<file path="src/rtl/nn_pkg.sv">
// Shared definitions for the MNIST inference layers: FSM states, address map,
// accumulator width and score saturation.
package nn_pkg;

    typedef enum logic [3:0] {
        IDLE_ST         = 4'd0,
        READ_NODE_ST    = 4'd1,
        WAIT_NODE_ST    = 4'd2,
        READ_W_ST       = 4'd3,
        WAIT_W_ST       = 4'd4,
        MAC_ST          = 4'd5,
        WRITE_SCORE_ST  = 4'd6,
        NEXT_CLASS_ST   = 4'd7,
        WRITE_RESULT_ST = 4'd8,
        DONE_ST         = 4'd9
    } state_t;

    localparam logic [31:0] ADDR_NODE   = 32'h132A2;
    localparam logic [31:0] ADDR_WEIGHT = 32'h1000000;
    localparam logic [31:0] ADDR_SCORE  = 32'h13500;
    localparam logic [31:0] ADDR_RESULT = 32'h13520;

    localparam int unsigned ACC_W = 40;

    function automatic logic [15:0] sat16(input logic signed [ACC_W-1:0] v);
        if (v > 40'sd32767)
            return 16'h7FFF;
        else if (v < -40'sd32768)
            return 16'h8000;
        else
            return v[15:0];
    endfunction

endpackage

</file>
<file path="src/rtl/nn_output_layer_if.sv">
// Avalon-MM master bus used by the output layer to reach SDRAM.
interface nn_output_layer_if;
    logic        read_n;
    logic        write_n;
    logic        chipselect;
    logic [1:0]  byteenable;
    logic [31:0] address;
    logic [15:0] writedata;
    logic        waitrequest;
    logic        readdatavalid;
    logic [15:0] readdata;

    modport master (
        output read_n, write_n, chipselect, byteenable, address, writedata,
        input  waitrequest, readdatavalid, readdata
    );

    modport slave (
        input  read_n, write_n, chipselect, byteenable, address, writedata,
        output waitrequest, readdatavalid, readdata
    );
endinterface

</file>
<file path="src/rtl/nn_argmax_tracker.sv">
// Running argmax over class scores; first class always loads, later classes
// replace it only when strictly greater, so ties keep the lowest index.
module nn_argmax_tracker
    import nn_pkg::*;
(
    input  logic                    clk,
    input  logic                    reset,
    input  logic                    clear,
    input  logic                    update,
    input  logic signed [ACC_W-1:0] acc_in,
    input  logic [3:0]              class_idx,
    output logic [3:0]              best_idx
);

    logic signed [ACC_W-1:0] best_acc;

    always_ff @(posedge clk or posedge reset) begin
        if (reset) begin
            best_acc <= '0;
            best_idx <= '0;
        end else if (clear) begin
            best_acc <= '0;
            best_idx <= '0;
        end else if (update && (class_idx == 4'd0 || acc_in > best_acc)) begin
            best_acc <= acc_in;
            best_idx <= class_idx;
        end
    end

endmodule

</file>
<file path="src/rtl/nn_output_layer.sv">
// Output layer: ReLU on hidden sums, MAC against class weights, score and
// argmax writeback over an Avalon-MM master.
module nn_output_layer
    import nn_pkg::*;
#(
    parameter int unsigned NUM_HID          = 200,
    parameter int unsigned NUM_OUT          = 10,
    parameter logic [31:0] BASE_ADDR_NODE   = ADDR_NODE,
    parameter logic [31:0] BASE_ADDR_WEIGHT = ADDR_WEIGHT,
    parameter logic [31:0] BASE_ADDR_SCORE  = ADDR_SCORE,
    parameter logic [31:0] BASE_ADDR_RESULT = ADDR_RESULT,
    parameter int unsigned SCORE_SHIFT      = 8
) (
    input  logic                clk,
    input  logic                reset,
    input  logic                ready,
    nn_output_layer_if.master   avm,
    output logic                done,
    output logic [3:0]          result,
    output logic [31:0]         toHexLed
);

    state_t                  state, state_nxt;
    logic signed [15:0]      h, w;
    logic signed [31:0]      prod;
    logic signed [ACC_W-1:0] acc;
    logic [15:0]             idx;
    logic [3:0]              cls;
    logic [31:0]             node_addr, weight_addr, score_addr;
    logic [3:0]              best_idx;

    assign prod           = 32'(h) * 32'(w);
    assign avm.chipselect = 1'b1;
    assign avm.byteenable = 2'b11;
    assign toHexLed       = {20'b0, 4'(state), 4'b0, result};

    always_ff @(posedge clk or posedge reset) begin
        if (reset) state <= IDLE_ST;
        else       state <= state_nxt;
    end

    always_comb begin
        state_nxt     = state;
        avm.read_n    = 1'b1;
        avm.write_n   = 1'b1;
        avm.address   = '0;
        avm.writedata = '0;
        done          = 1'b0;
        unique case (state)
            IDLE_ST:      if (ready) state_nxt = READ_NODE_ST;
            READ_NODE_ST: begin
                avm.read_n  = 1'b0;
                avm.address = node_addr;
                if (!avm.waitrequest) state_nxt = WAIT_NODE_ST;
            end
            WAIT_NODE_ST: if (avm.readdatavalid) state_nxt = READ_W_ST;
            READ_W_ST: begin
                avm.read_n  = 1'b0;
                avm.address = weight_addr;
                if (!avm.waitrequest) state_nxt = WAIT_W_ST;
            end
            WAIT_W_ST:    if (avm.readdatavalid) state_nxt = MAC_ST;
            MAC_ST:
                state_nxt = ((idx + 16'd1) < 16'(NUM_HID)) ? READ_NODE_ST : WRITE_SCORE_ST;
            WRITE_SCORE_ST: begin
                avm.write_n   = 1'b0;
                avm.address   = score_addr;
                avm.writedata = sat16(acc >>> SCORE_SHIFT);
                if (!avm.waitrequest) state_nxt = NEXT_CLASS_ST;
            end
            NEXT_CLASS_ST:
                state_nxt = ((cls + 4'd1) < 4'(NUM_OUT)) ? READ_NODE_ST : WRITE_RESULT_ST;
            WRITE_RESULT_ST: begin
                avm.write_n   = 1'b0;
                avm.address   = BASE_ADDR_RESULT;
                avm.writedata = {12'b0, best_idx};
                if (!avm.waitrequest) state_nxt = DONE_ST;
            end
            DONE_ST: begin
                done = 1'b1;
                if (!ready) state_nxt = IDLE_ST;
            end
            default:      state_nxt = IDLE_ST;
        endcase
    end

    // Weight address keeps running across classes: the array is class-major.
    always_ff @(posedge clk or posedge reset) begin
        if (reset) begin
            h           <= '0;
            w           <= '0;
            acc         <= '0;
            idx         <= '0;
            cls         <= '0;
            node_addr   <= BASE_ADDR_NODE;
            weight_addr <= BASE_ADDR_WEIGHT;
            score_addr  <= BASE_ADDR_SCORE;
            result      <= '0;
        end else begin
            unique case (state)
                IDLE_ST: begin
                    acc         <= '0;
                    idx         <= '0;
                    cls         <= '0;
                    node_addr   <= BASE_ADDR_NODE;
                    weight_addr <= BASE_ADDR_WEIGHT;
                    score_addr  <= BASE_ADDR_SCORE;
                end
                WAIT_NODE_ST:
                    if (avm.readdatavalid) h <= avm.readdata[15] ? '0 : avm.readdata;
                WAIT_W_ST:
                    if (avm.readdatavalid) w <= avm.readdata;
                MAC_ST: begin
                    acc         <= acc + ACC_W'(prod);
                    node_addr   <= node_addr + 32'd2;
                    weight_addr <= weight_addr + 32'd2;
                    idx         <= idx + 16'd1;
                end
                NEXT_CLASS_ST: begin
                    acc        <= '0;
                    idx        <= '0;
                    node_addr  <= BASE_ADDR_NODE;
                    score_addr <= score_addr + 32'd2;
                    cls        <= cls + 4'd1;
                end
                WRITE_RESULT_ST:
                    if (!avm.waitrequest) result <= best_idx;
                default: ;
            endcase
        end
    end

    nn_argmax_tracker u_argmax (
        .clk       (clk),
        .reset     (reset),
        .clear     (state == IDLE_ST),
        .update    (state == NEXT_CLASS_ST),
        .acc_in    (acc),
        .class_idx (cls),
        .best_idx  (best_idx)
    );

endmodule

</file>
<file path="src/flat_wrapper.sv">
// flat-port wrapper written by rule: the top's interface ports become plain ports
module nn_output_layer_flat import nn_pkg::*;
#(
    parameter int unsigned NUM_HID          = 200,
    parameter int unsigned NUM_OUT          = 10,
    parameter logic [31:0] BASE_ADDR_NODE   = ADDR_NODE,
    parameter logic [31:0] BASE_ADDR_WEIGHT = ADDR_WEIGHT,
    parameter logic [31:0] BASE_ADDR_SCORE  = ADDR_SCORE,
    parameter logic [31:0] BASE_ADDR_RESULT = ADDR_RESULT,
    parameter int unsigned SCORE_SHIFT      = 8
)
  (clk, reset, ready, done, result, toHexLed, avm_read_n, avm_write_n, avm_chipselect, avm_byteenable, avm_address, avm_writedata, avm_waitrequest, avm_readdatavalid, avm_readdata);
  nn_output_layer_if avm_i ();
  input  logic clk;
  input  logic reset;
  input  logic ready;
  output logic done;
  output logic [3:0] result;
  output logic [31:0] toHexLed;
  output wire logic [$bits(avm_i.read_n)-1:0] avm_read_n;
  output wire logic [$bits(avm_i.write_n)-1:0] avm_write_n;
  output wire logic [$bits(avm_i.chipselect)-1:0] avm_chipselect;
  output wire logic [$bits(avm_i.byteenable)-1:0] avm_byteenable;
  output wire logic [$bits(avm_i.address)-1:0] avm_address;
  output wire logic [$bits(avm_i.writedata)-1:0] avm_writedata;
  input wire logic [$bits(avm_i.waitrequest)-1:0] avm_waitrequest;
  input wire logic [$bits(avm_i.readdatavalid)-1:0] avm_readdatavalid;
  input wire logic [$bits(avm_i.readdata)-1:0] avm_readdata;
  assign avm_read_n = avm_i.read_n;
  assign avm_write_n = avm_i.write_n;
  assign avm_chipselect = avm_i.chipselect;
  assign avm_byteenable = avm_i.byteenable;
  assign avm_address = avm_i.address;
  assign avm_writedata = avm_i.writedata;
  assign avm_i.waitrequest = avm_waitrequest;
  assign avm_i.readdatavalid = avm_readdatavalid;
  assign avm_i.readdata = avm_readdata;
  nn_output_layer #(.NUM_HID(NUM_HID), .NUM_OUT(NUM_OUT), .BASE_ADDR_NODE(BASE_ADDR_NODE), .BASE_ADDR_WEIGHT(BASE_ADDR_WEIGHT), .BASE_ADDR_SCORE(BASE_ADDR_SCORE), .BASE_ADDR_RESULT(BASE_ADDR_RESULT), .SCORE_SHIFT(SCORE_SHIFT)) u_core (.clk(clk), .reset(reset), .ready(ready), .avm(avm_i), .done(done), .result(result), .toHexLed(toHexLed));
endmodule
</file>
<file path="config.mk">
export PLATFORM = sky130hd
export DESIGN_NAME = nn_output_layer_flat
export DESIGN_NICKNAME = d
export VERILOG_FILES = /design/src/rtl/nn_pkg.sv /design/src/rtl/nn_output_layer_if.sv /design/src/rtl/nn_argmax_tracker.sv /design/src/rtl/nn_output_layer.sv /design/src/flat_wrapper.sv
export SDC_FILE = /design/constraint.sdc
export NUM_CORES = 1
export LEC_CHECK = 0
export ABC_CLOCK_PERIOD_IN_PS = 10800
export CELL_PAD_IN_SITES_DETAIL_PLACEMENT = 2
export CELL_PAD_IN_SITES_GLOBAL_PLACEMENT = 2
export CORE_MARGIN = 3
export CORE_UTILIZATION = 25
export DETAILED_ROUTE_END_ITERATION = 10
export GPL_TIMING_DRIVEN = 0
export PLACE_DENSITY = 0.53
export SYNTH_ARGS = -nofsm -noshare
export SYNTH_HDL_FRONTEND = slang
export SYNTH_HIERARCHICAL = 1
export SYNTH_SLANG_ARGS = --single-unit
export TNS_END_PERCENT = 50
</file>
<file path="constraint.sdc">
create_clock -name clk -period 10.8 [get_ports clk]
set_input_delay 2.16 -clock clk [delete_from_list [all_inputs] [get_ports clk]]
set_output_delay 2.16 -clock clk [all_outputs]
set_load 0.03 [all_outputs]
</file>
==> impl_results.md, run 1 <==
- CP Capture Type: flip-flop
- Post-Synth XOR/XNOR Area: 2.61%
- CTS tree: yes
- Fraction of registers with async set/reset: 100%
- Via Count: 18500
- Top_reg_cell synth: dfrtp_1
- Area Growth Syn to Fin: 16.3%
- H-tree depth: 2
- Initial Util: 25.3%
- Count leader, synth: inv_1
- Mux cell area share after synthesis: 3.53%
- Final Cell Area: 26600 µm²
- Worst Tran Pin Value: 1100 ps
- Post-CTS Resized: 0
- Post-route ant nets: 0
- CTS buffer count: 36
- Reg2Reg Depth: 21
- Pre-CTS setup slack: 2830 ps
- Clock skew: 24.3 ps
- Reg2Reg Capture Point: u_core/acc[39]$_DFFE_PP0N_
- Total grt overflow: 0
- Fill cells: 10200
- FF-to-FF Start: u_core/w[15]$_DFFE_PP0P_
- Largest net degree at the start of global routing: 103
- #FFs+latches synth: 236
- Tot GR Track Use: 17.9%
- Final Hold Viols: 0
- DRC: 0
- Placer Congestion: 0.782
- Post-Layout Cell Count: 3890
- Highest clock rate: 126 MHz
- Clock slew seen by the registers of the worst setup and hold paths: 60 ps
- Cell Area, Synth: 22800 µm²
- Setup repair bufs after CTS: 0
- Max Slew Vio Count: 0
- Top cell type by total area after synthesis: dfrtp_1
- Clk sinks: 236
- Seq. cell area: 5920 µm²
- Top-area cell type share of the netlist area: 24.4%
- Post-CTS Hold Buffers: 0
- Share of layout cells above drive strength 1: 6.41%
- Dpl cell area: 25300 µm²
- Die area: 95000 µm²
- Status: finished clean
- Synth Area in Compound Gates: 10.3%
- Synth Warn #: 6
- Critical path endpoint: u_core/acc[39]$_DFFE_PP0N_
- Crit path DAT: 8450 ps
- Worst slew margin: 25.8%
- IO Port Bufs: 82
- Syn Inst Count: 2536
- HPWL after detailed placement: 66300 µm
- Tcrit/Tclk final: 73.7%
- Drt pass-1 iters: 5
- WP data required: 11290 ps
- Post-synth cell types: 77
- Post-synth EDFFs: 0
- Sum Neg Setup Slack: 0 ps
- Core Area: 90300 µm²
- Syn avg cell area: 9.00 µm²
- Synth top area cells: dfrtp_1 (24%), fa_1 (19%), ha_1 (10%), inv_1 (6.5%), nand2_1 (4.6%)
- Crit path max fanout: 17
- Vias in the first global route: 21000
- Root Driver: clkbuf_16
- Simple-Gate Fraction of Synth Area: 19.3%
- Placed cells: 3824
- Crit path kind: flip-flop to flip-flop
- Die height: 308 µm
- Drt wl/cell: 21.4 µm
- Max Cap Viol: 0
- Fin crit period: 7960 ps
- RSZ-0062 raised after global routing: false
- Detailed Route WL: 83200 µm
- Footprint of the multi-input gates: 14800 µm²
- Initial antenna violation count: 5
- CP Launch Type: flip-flop
- Seq/Total Area, Yosys: 25.9%
- Crit. Startpoint: u_core/w[15]$_DFFE_PP0P_
- First-pass GRT wire length: 129000 µm
- Initial DRC Count: 851
- Routed vias/inst: 4.75
- Setup slack, reg-to-reg: 2840 ps
- HP Class: flip-flop to flip-flop
- Longest Clk Path Bufs: 3
- Rows: 110
- Adder-cell share of the synthesized area: 28.7%
- Nets@finish: 3104
- Final Setup Violations: 0
- Skew-Pair Late Insertion Delay: 580 ps
- Largest family of logic cells by synthesized area: adder cells
- Final worst slack: 2840 ps
- Boundary Pins: 111
- List of most frequent post-synthesis cells: inv_1 (395), nand2_1 (280), dfrtp_1 (223)
- DIE WIDTH: 308 µm
-- kinds of logic (layout without fill, tap and decap cells) --
logic type	after synthesis	after routing
xor+xnor	68	68
compound gates	364	364
mux	78	78
fa+ha+maj	397	397
other cells	2	29
simple gates	860	860
flops	236	236
buf+inv	531	682
-- per-layer routing --
layer,up-vias,part of all wire (%),track usage (%)
met5,-,0,0
met4,0,1.6,3.45
li1,8508,-,-
met3,71,3.2,2.44
met2,231,48,30.6
met1,9683,47,24.1
-- how the worst min path moves through the flow --
stage / startpoint / to / slack [ps] / cells past startpoint
4_1_cts: u_core/score_addr[31]$_DFFE_PP0N_ / u_core/score_addr[31]$_DFFE_PP0N_ / 500 / 1
3_5_place_dp: u_core/score_addr[31]$_DFFE_PP0N_ / u_core/score_addr[31]$_DFFE_PP0N_ / 490 / 1
6_report: u_core/score_addr[31]$_DFFE_PP0N_ / u_core/score_addr[31]$_DFFE_PP0N_ / 500 / 1
5_1_grt: u_core/score_addr[31]$_DFFE_PP0N_ / u_core/score_addr[31]$_DFFE_PP0N_ / 520 / 1
2_1_floorplan: u_core/score_addr[31]$_DFFE_PP0N_ / u_core/score_addr[31]$_DFFE_PP0N_ / 450 / 1
3_3_place_gp: u_core/score_addr[31]$_DFFE_PP0N_ / u_core/score_addr[31]$_DFFE_PP0N_ / 470 / 1
-- layout make-up --
cell class / instances / area share (%)
antenna: 1 / 0.00942
buffer: 136 / 2.70
clock buffer: 58 / 4.12
clock inverter: 7 / 0.537
inverter: 395 / 5.61
multi-input combinational: 1795 / 55.8
sequential: 236 / 22.3
tap: 1176 / 5.54
timing repair buffer: 86 / 3.41
-- registers in the layout (all words and copies together), names as in the netlist --
name and flops:
u_core/acc 40, u_core/node_addr 31, u_core/u_argmax/best_acc 40, u_core/state 4, u_core/result 4, u_core/w 16
u_core/h 15, u_core/weight_addr 31, u_core/score_addr 31, u_core/cls 4, u_core/u_argmax/best_idx 4, u_core/idx 16
-- cells in the final DEF, fill, tap and decap left out, types with 38 or more instances in the layout --
cell / Yosys / routed
nand2_1: 280 / 280
dfrtp_1: 223 / 223
o21ai_0: 143 / 143
clkdlybuf4s50_1: 0 / 82
a21oi_1: 63 / 63
inv_1: 395 / 393
nor2_1: 106 / 106
nand3_1: 94 / 94
clkbuf_1: 83 / 94
fa_1: 212 / 212
nand4_1: 38 / 38
mux2i_1: 57 / 57
nand2b_1: 122 / 122
xor2_1: 42 / 42
and2_1: 119 / 119
ha_1: 185 / 185
-- per-stage QoR --
| step | hold WS (ps) | util (%) |
|---|---|---|
| floorplan | 447 | - |
| global placement | 473 | 27.9 |
| detailed placement | 488 | 28.0 |
| CTS | 500 | 29.4 |
| global route | 524 | 29.4 |
| finish | 503 | 29.4 |
-- worst max-delay path, cell delays in order, from the launching register on --
cell and delay [ps]:
dfrtp_1 1030, clkbuf_1 530, nor2b_1 260, fa_1 470
fa_1 540, fa_1 550, fa_1 520, fa_1 560
inv_1 60, fa_1 530, inv_1 40, ha_1 390
a21oi_1 220, o21ai_0 190, a22oi_1 360, o211ai_2 220
o41ai_4 500, o211a_1 250, nor3_2 60, xnor2_1 160
or3_1 320, nand3_1 80
Power of run 1 is left out: the tool's default activity adds up to more than one toggle a clock period on the data nets, which glitch-free logic cannot reach.
==> inputs of run 2 (changes only) <==
--- a/config.mk
+++ b/config.mk
@@ -5,14 +5,14 @@
 export SDC_FILE = /design/constraint.sdc
 export NUM_CORES = 1
 export LEC_CHECK = 0
-export ABC_CLOCK_PERIOD_IN_PS = 10800
+export ABC_CLOCK_PERIOD_IN_PS = 7000
 export CELL_PAD_IN_SITES_DETAIL_PLACEMENT = 2
 export CELL_PAD_IN_SITES_GLOBAL_PLACEMENT = 2
 export CORE_MARGIN = 3
 export CORE_UTILIZATION = 25
 export DETAILED_ROUTE_END_ITERATION = 10
 export GPL_TIMING_DRIVEN = 0
-export PLACE_DENSITY = 0.53
+export PLACE_DENSITY = 0.55
 export SYNTH_ARGS = -nofsm -noshare
 export SYNTH_HDL_FRONTEND = slang
 export SYNTH_HIERARCHICAL = 1
==> constraint.sdc (replaced) <==
create_clock -name clk -period 7 [get_ports clk]
set_input_delay 1.4 -clock clk [delete_from_list [all_inputs] [get_ports clk]]
set_output_delay 1.4 -clock clk [all_outputs]
set_load 0.03 [all_outputs]
==> run 2 against run 1 <==
Cell count up 0.72%; sequential cell count stayed put; clock skew grew 11 ps; maximum frequency grew 18%; die area did not move; sequential share of layout area shrank 0.23 points; register-to-register slack got worse by 2600 ps; wire length grew 0.13%; core utilization grew 0.51 points; worst setup slack got worse by 2600 ps; final area grew 1.7%; non-clock buffer count grew 29.
==> impl_results.md, run 2 (synthesis gave the netlist of run 1 again) <==
- Largest registers: u_core/acc: 40 flops, u_core/u_argmax/best_acc: 40 flops
- Routed vias/inst: 4.76 (about the same)
- CP most frequent cell: fa_1
- Skew-Pair Late Insertion Delay: 580 ps (about the same)
- WP data required: 7400 ps (-3890 ps)
- Commonest non-fill, non-tap cells in the layout: inv_1 (393), nand2_1 (280), fa_1 (212), dfrtp_1 (196), ha_1 (184)
- Die area: 95000 µm² (unchanged)
- Boundary Pins: 111 (unchanged)
- Largest net degree at the start of global routing: 106 (+2.9%)
- RSZ-0062 raised after global routing: true
- Detailed Route WL: 83300 µm (+0.13%)
- Most common cell after layout, fill and taps aside: inv_1
- IO Port Bufs: 82 (unchanged)
- Nets@finish: 3132 (+0.90%)
- Fin crit period: 6720 ps (-1240 ps)
- Worst slew margin: 22.1% (-3.7 points)
- Via Count: 18600 (+0.76%)
- DIE WIDTH: 308 µm (unchanged)
- Crit path max fanout: 10 (-7)
- Share of layout cells above drive strength 1: 10.1% (+3.7 points)
- Die height: 308 µm (unchanged)
- Tcrit/Tclk final: 96.0% (+22 points)
- Initial antenna violation count: 1 (-4)
- Status: finished clean
- CP Launch Type: flip-flop
- Highest clock rate: 149 MHz (+18%)
- Drt pass-1 iters: 5 (unchanged)
- Rows: 110 (unchanged)
- Core Area: 90300 µm² (unchanged)
- Max Slew Vio Count: 0 (unchanged)
- First-pass GRT wire length: 131000 µm (+0.91%)
- Slowest CP cell: fa_1
- Longest Clk Path Bufs: 3 (unchanged)
- CP Capture Type: flip-flop
- Root Driver: clkbuf_16
- CTS tree: yes
- CTS buffer count: 35 (-2.8%)
- Max Cap Viol: 0 (unchanged)
- Vias in the first global route: 21400 (+2.0%)
- Final Hold Viols: 0 (unchanged)
- Crit path kind: flip-flop to flip-flop
- Crit path DAT: 7120 ps (-1330 ps)
- Clock slew seen by the registers of the worst setup and hold paths: 60 ps (about the same)
- Final worst slack: 282 ps (-2560 ps)
- Clock skew: 35.3 ps (+11.0 ps)
- Drt wl/cell: 21.3 µm (-0.58%)
- Worst Tran Pin Value: 1160 ps (+55.6 ps)
- H-tree depth: 2 (unchanged)
- CP max stage delay: 550 ps (-480 ps)
- Pre-CTS setup slack: -940 ps (-3770 ps)
- HPWL after detailed placement: 65800 µm (-0.76%)
- Final Setup Violations: 0 (unchanged)
- Clk sinks: 236 (unchanged)
- DRC: 0 (unchanged)
- Post-route ant nets: 0 (unchanged)
- Worst-path cell chain: buf_4 -> nor2b_1 -> fa_1 -> fa_1 -> fa_1 -> fa_1 -> fa_1 -> inv_1 -> fa_1 -> inv_1 -> ha_1 -> buf_2 -> a21oi_2 -> o21ai_0 -> a21o_1 -> a21oi_4 -> o31ai_4 -> o41ai_4 -> nand2b_1 -> a21oi_2 -> xor2_1 -> o21ai_0
- Tot GR Track Use: 18.0% (+0.11 points)
- Area Growth Syn to Fin: 18.3%
- Fill cells: 10200 (-0.098%)
- HP Class: flip-flop to flip-flop
- Placer Congestion: 0.805 (+2.9%)
- Initial Util: 25.3% (unchanged)
- Total grt overflow: 0 (unchanged)
- Initial DRC Count: 780 (-8.3%)
## run 2: final cells by class
type	count	area [µm²]	share of cell area, %
plain buffers	135	838	3.10
clock inverters	12	156	0.579
multi-input cells	1795	14900	55.3
inverters	395	1490	5.51
clock buffers	49	1030	3.81
repair buffers	116	1120	4.16
diodes	4	10.0	0.0370
flip-flops and latches	236	5960	22.1
well taps	1176	1470	5.44
## run 2: worst max-delay path, delay by kind of cell (launching register included)
kind	cells	cell delay, ps
AOI/OAI and AO/OA	8	1550
xor gates and xnor gates	1	190
adders and majority gates	7	3500
buffers and inverters	4	470
DFF	1	520
and+or+nand+nor	2	310
## run 2: layer usage
| metal | wire length [µm] | GRT usage [%] |
|---|---|---|
| met2 | 40700 | 30.9 |
| met1 | 38700 | 24.2 |
| met5 | 0 | 0 |
| met3 | 2560 | 2.29 |
| met4 | 1420 | 3.64 |
## run 2: path summary, 6_finish.rpt
check	start	endpoint	slack [ps]	cells past startpoint
min	u_core/score_addr[31]$_DFFE_PP0N_	u_core/score_addr[31]$_DFFE_PP0N_	500	1
min in group asynchronous	reset	u_core/u_argmax/best_acc[34]$_DFFE_PP0P_	1300	2
max reg2reg	u_core/w[15]$_DFFE_PP0P_	u_core/acc[36]$_DFFE_PP0N_	280	22
max in group asynchronous	reset	u_core/acc[11]$_DFFE_PP0N_	4530	3
max	u_core/w[15]$_DFFE_PP0P_	u_core/acc[36]$_DFFE_PP0N_	280	22
min reg2reg	u_core/score_addr[31]$_DFFE_PP0N_	u_core/score_addr[31]$_DFFE_PP0N_	500	1
## run 2: stage by stage
stage | utilization [%] | instances | hold slack (ps) | TNS [ps] | instance area, µm²
floorplan | - | 2562 | 447 | 0 | 22900
global placement | 27.9 | 3820 | 492 | -628560 | 25200
detailed placement | 28.0 | 3823 | 492 | -7910 | 25300
CTS | 29.6 | 3895 | 501 | 0 | 26700
global route | 29.9 | 3914 | 530 | -47.3 | 27000
finish | 29.9 | 3918 | 503 | 0 | 27000
## run 2: timing repair
action,in CTS,in global routing
setup buffers,11,20
hold buffers,0,0
resized for setup,76,62
endpoints found under the setup margin,21,13
pin swaps,3,10
Power of run 2 is left out for the same reason.
==> inputs of run 3 (changes only) <==
--- a/config.mk
+++ b/config.mk
@@ -5,14 +5,16 @@
 export SDC_FILE = /design/constraint.sdc
 export NUM_CORES = 1
 export LEC_CHECK = 0
-export ABC_CLOCK_PERIOD_IN_PS = 7000
+export ABC_CLOCK_PERIOD_IN_PS = 6600
+export CAP_MARGIN = 10
 export CELL_PAD_IN_SITES_DETAIL_PLACEMENT = 2
 export CELL_PAD_IN_SITES_GLOBAL_PLACEMENT = 2
 export CORE_MARGIN = 3
 export CORE_UTILIZATION = 25
 export DETAILED_ROUTE_END_ITERATION = 10
+export GPL_ROUTABILITY_DRIVEN = 0
 export GPL_TIMING_DRIVEN = 0
-export PLACE_DENSITY = 0.55
+export PLACE_DENSITY = 0.53
 export SYNTH_ARGS = -nofsm -noshare
 export SYNTH_HDL_FRONTEND = slang
 export SYNTH_HIERARCHICAL = 1
==> constraint.sdc (replaced) <==
create_clock -name clk -period 6.6 [get_ports clk]
set_input_delay 1.32 -clock clk [delete_from_list [all_inputs] [get_ports clk]]
set_output_delay 1.32 -clock clk [all_outputs]
set_load 0.03 [all_outputs]
==> run 3 against run 2 <==
Highest routed layer unchanged; worst setup slack worse by 210 ps; wire length is 4.4% higher; cell count is 1.4% higher; core utilization is 1.1 points higher; count of clock-buffer cells in the layout is 9 higher; clock skew is 8.8 ps lower; global-route usage is 0.36 points higher.
==> impl_results.md, run 3 (synthesis gave the netlist of run 1 again) <==
- Status: finished clean
- Crit. Startpoint: u_core/w[15]$_DFFE_PP0P_
- Final Core Density: 31.1% (+1.1 points)
- Crit path DAT: 7020 ps (-100 ps)
- CP Capture Type: flip-flop
- DIE WIDTH: 308 µm (unchanged)
- Longest Clk Path Bufs: 3 (unchanged)
- Final Hold Viols: 0 (unchanged)
- Routed length on met3: 2350 µm (-8.2%)
- Die area: 95000 µm² (unchanged)
- Highest clock rate: 153 MHz (+3.0%)
- Worst Tran Pin Value: 1100 ps (-62.5 ps)
- Nets@finish: 3183 (+1.6%)
- First-pass GRT wire length: 133000 µm (+1.5%)
- Fill cells: 10100 (-1.0%)
- Clk sinks: 236 (unchanged)
- RSZ-0062 raised after global routing: true
- Max Cap Viol: 0 (unchanged)
- Total grt overflow: 0 (unchanged)
- Share of layout cells above drive strength 1: 13.5% (+3.5 points)
- Clock slew seen by the registers of the worst setup and hold paths: 60 ps (about the same)
- Boundary Pins: 111 (unchanged)
- Skew-Pair Late Insertion Delay: 580 ps (about the same)
- Tcrit/Tclk final: 98.9% (+2.9 points)
- Via Count: 19000 (+1.9%)
- Worst slew margin: 26.3% (+4.2 points)
- Max Slew Vio Count: 0 (unchanged)
- DRC: 0 (unchanged)
- Fin crit period: 6520 ps (-193 ps)
- Hold_sp: u_core/score_addr[31]$_DFFE_PP0N_
- Largest registers: u_core/acc: 40 flops, u_core/u_argmax/best_acc: 40 flops
- FF-to-FF Start: u_core/w[15]$_DFFE_PP0P_
- Drt pass-1 iters: 5 (unchanged)
- Initial DRC Count: 814 (+4.4%)
- Initial Util: 25.3% (unchanged)
- Drt wl/cell: 21.9 µm (+3.0%)
- Core Area: 90300 µm² (unchanged)
- HP Class: flip-flop to flip-flop
- Crit path kind: flip-flop to flip-flop
- Largest net degree at the start of global routing: 103 (-2.8%)
- Tot GR Track Use: 18.3% (+0.36 points)
- Vias in the first global route: 21200 (-0.70%)
- Crit path max fanout: 8 (-2)
- Routed vias/inst: 4.78 (+0.50%)
- Routed met2 length: 42500 µm (+4.5%)
- HPWL after detailed placement: 66300 µm (+0.76%)
- Post-CTS Hold Buffers: 0 (unchanged)
- Top Layer Used: met4
- Rows: 110 (unchanged)
- H-tree depth: 2 (unchanged)
- Detailed Route WL: 87000 µm (+4.4%)
- Commonest non-fill, non-tap cells in the layout: inv_1 (386), nand2_1 (277), fa_1 (206), dfrtp_1 (193), ha_1 (176)
- Area Growth Syn to Fin: 22.9%
- Initial antenna violation count: 2 (+1)
- CTS buffer count: 36 (+2.9%)
- Die height: 308 µm (unchanged)
- IO Port Bufs: 82 (unchanged)
- CTS tree: yes
- Root Driver: clkbuf_16
- Post-route ant nets: 0 (unchanged)
- Final Setup Violations: 0 (unchanged)
- CP Launch Type: flip-flop
- Wire length on met1: 41000 µm (+6.1%)
- WP data required: 7090 ps (-310 ps)
- Clock skew: 26.6 ps (-8.75 ps)
- Most common cell after layout, fill and taps aside: inv_1
==> run 3: cell count changes in the layout (fill, tap and decap cells not counted), moves of 8 or more <==
cell      before  now
buf_4         73  103
ha_4           0    9
ha_1         184  176
clkbuf_8      11   21
buf_6          5   16
a21oi_1       59   51
==> run 3: metrics by stage <==
stage | area, µm² | hold WS, ps | setup slack, ps | TNS, ps | instances
3_3_place_gp | 25200 | 473 | -3840 | -709320 | 3820
4_1_cts | 27300 | 500 | 1.77 | 0 | 3928
5_1_grt | 28000 | 524 | -138 | -428 | 3968
3_5_place_dp | 25300 | 488 | -1370 | -18340 | 3824
6_report | 28100 | 506 | 75.3 | 0 | 3971
2_1_floorplan | 22900 | 447 | 74.3 | 0 | 2562
==> run 3: final timing paths <==
check,slack (ps),end,cells after the start
setup / recovery,80,u_core/acc[39]$_DFFE_PP0N_,22
hold / removal,510,u_core/score_addr[31]$_DFFE_PP0N_,1
setup reg to reg,80,u_core/acc[39]$_DFFE_PP0N_,22
hold reg to reg,510,u_core/score_addr[31]$_DFFE_PP0N_,1
max in group asynchronous,4110,u_core/h[10]$_DFFE_PP0P_,4
min in group asynchronous,1200,u_core/node_addr[10]$_DFFE_PP0N_,2
==> run 3: per-layer routing <==
layer | up-vias | global-route usage [%]
met5 | - | 0
met4 | 0 | 3.16
met3 | 61 | 2.21
met2 | 227 | 31.6
met1 | 10000 | 24.9
li1 | 8675 | -
==> run 3: worst max-delay path, cell delays in order, from the launching register on <==
cell and delay [ps]:
dfrtp_4 530, clkbuf_16 180, nor2b_1 140, fa_1 540, fa_1 580, fa_1 470, fa_1 480, fa_1 520
inv_1 60, fa_1 530, inv_1 40, ha_1 290, buf_6 140, nand4_1 170, nor4_4 50, a22oi_2 250
o211ai_2 190, o41ai_4 390, o211a_1 270, nor3_4 60, xnor2_2 150, or3_1 310, nand3_1 90
==> run 3: area by class of cell <==
class                      count  area, µm²  area share (%)
timing repair buffer         165       1590            5.68
clock inverter                 7        143           0.508
multi-input combinational   1795      15300            54.4
tap                         1176       1470            5.24
antenna                        3       7.51          0.0268
sequential                   236       5960            21.3
clock buffer                  58       1090            3.90
buffer                       136       1030            3.69
inverter                     395       1490            5.31
==> run 3: timing repair <==
| action | CTS | global route |
|---|---|---|
| endpoints found under the setup margin | 24 | 15 |
| buffers inserted | 39 | 38 |
| cloned | 0 | 2 |
| gates resized for setup | 154 | 98 |
| hold endpoints to repair | 0 | 0 |
| pin swaps | 33 | 78 |
Power of run 3 is left out for the same reason.
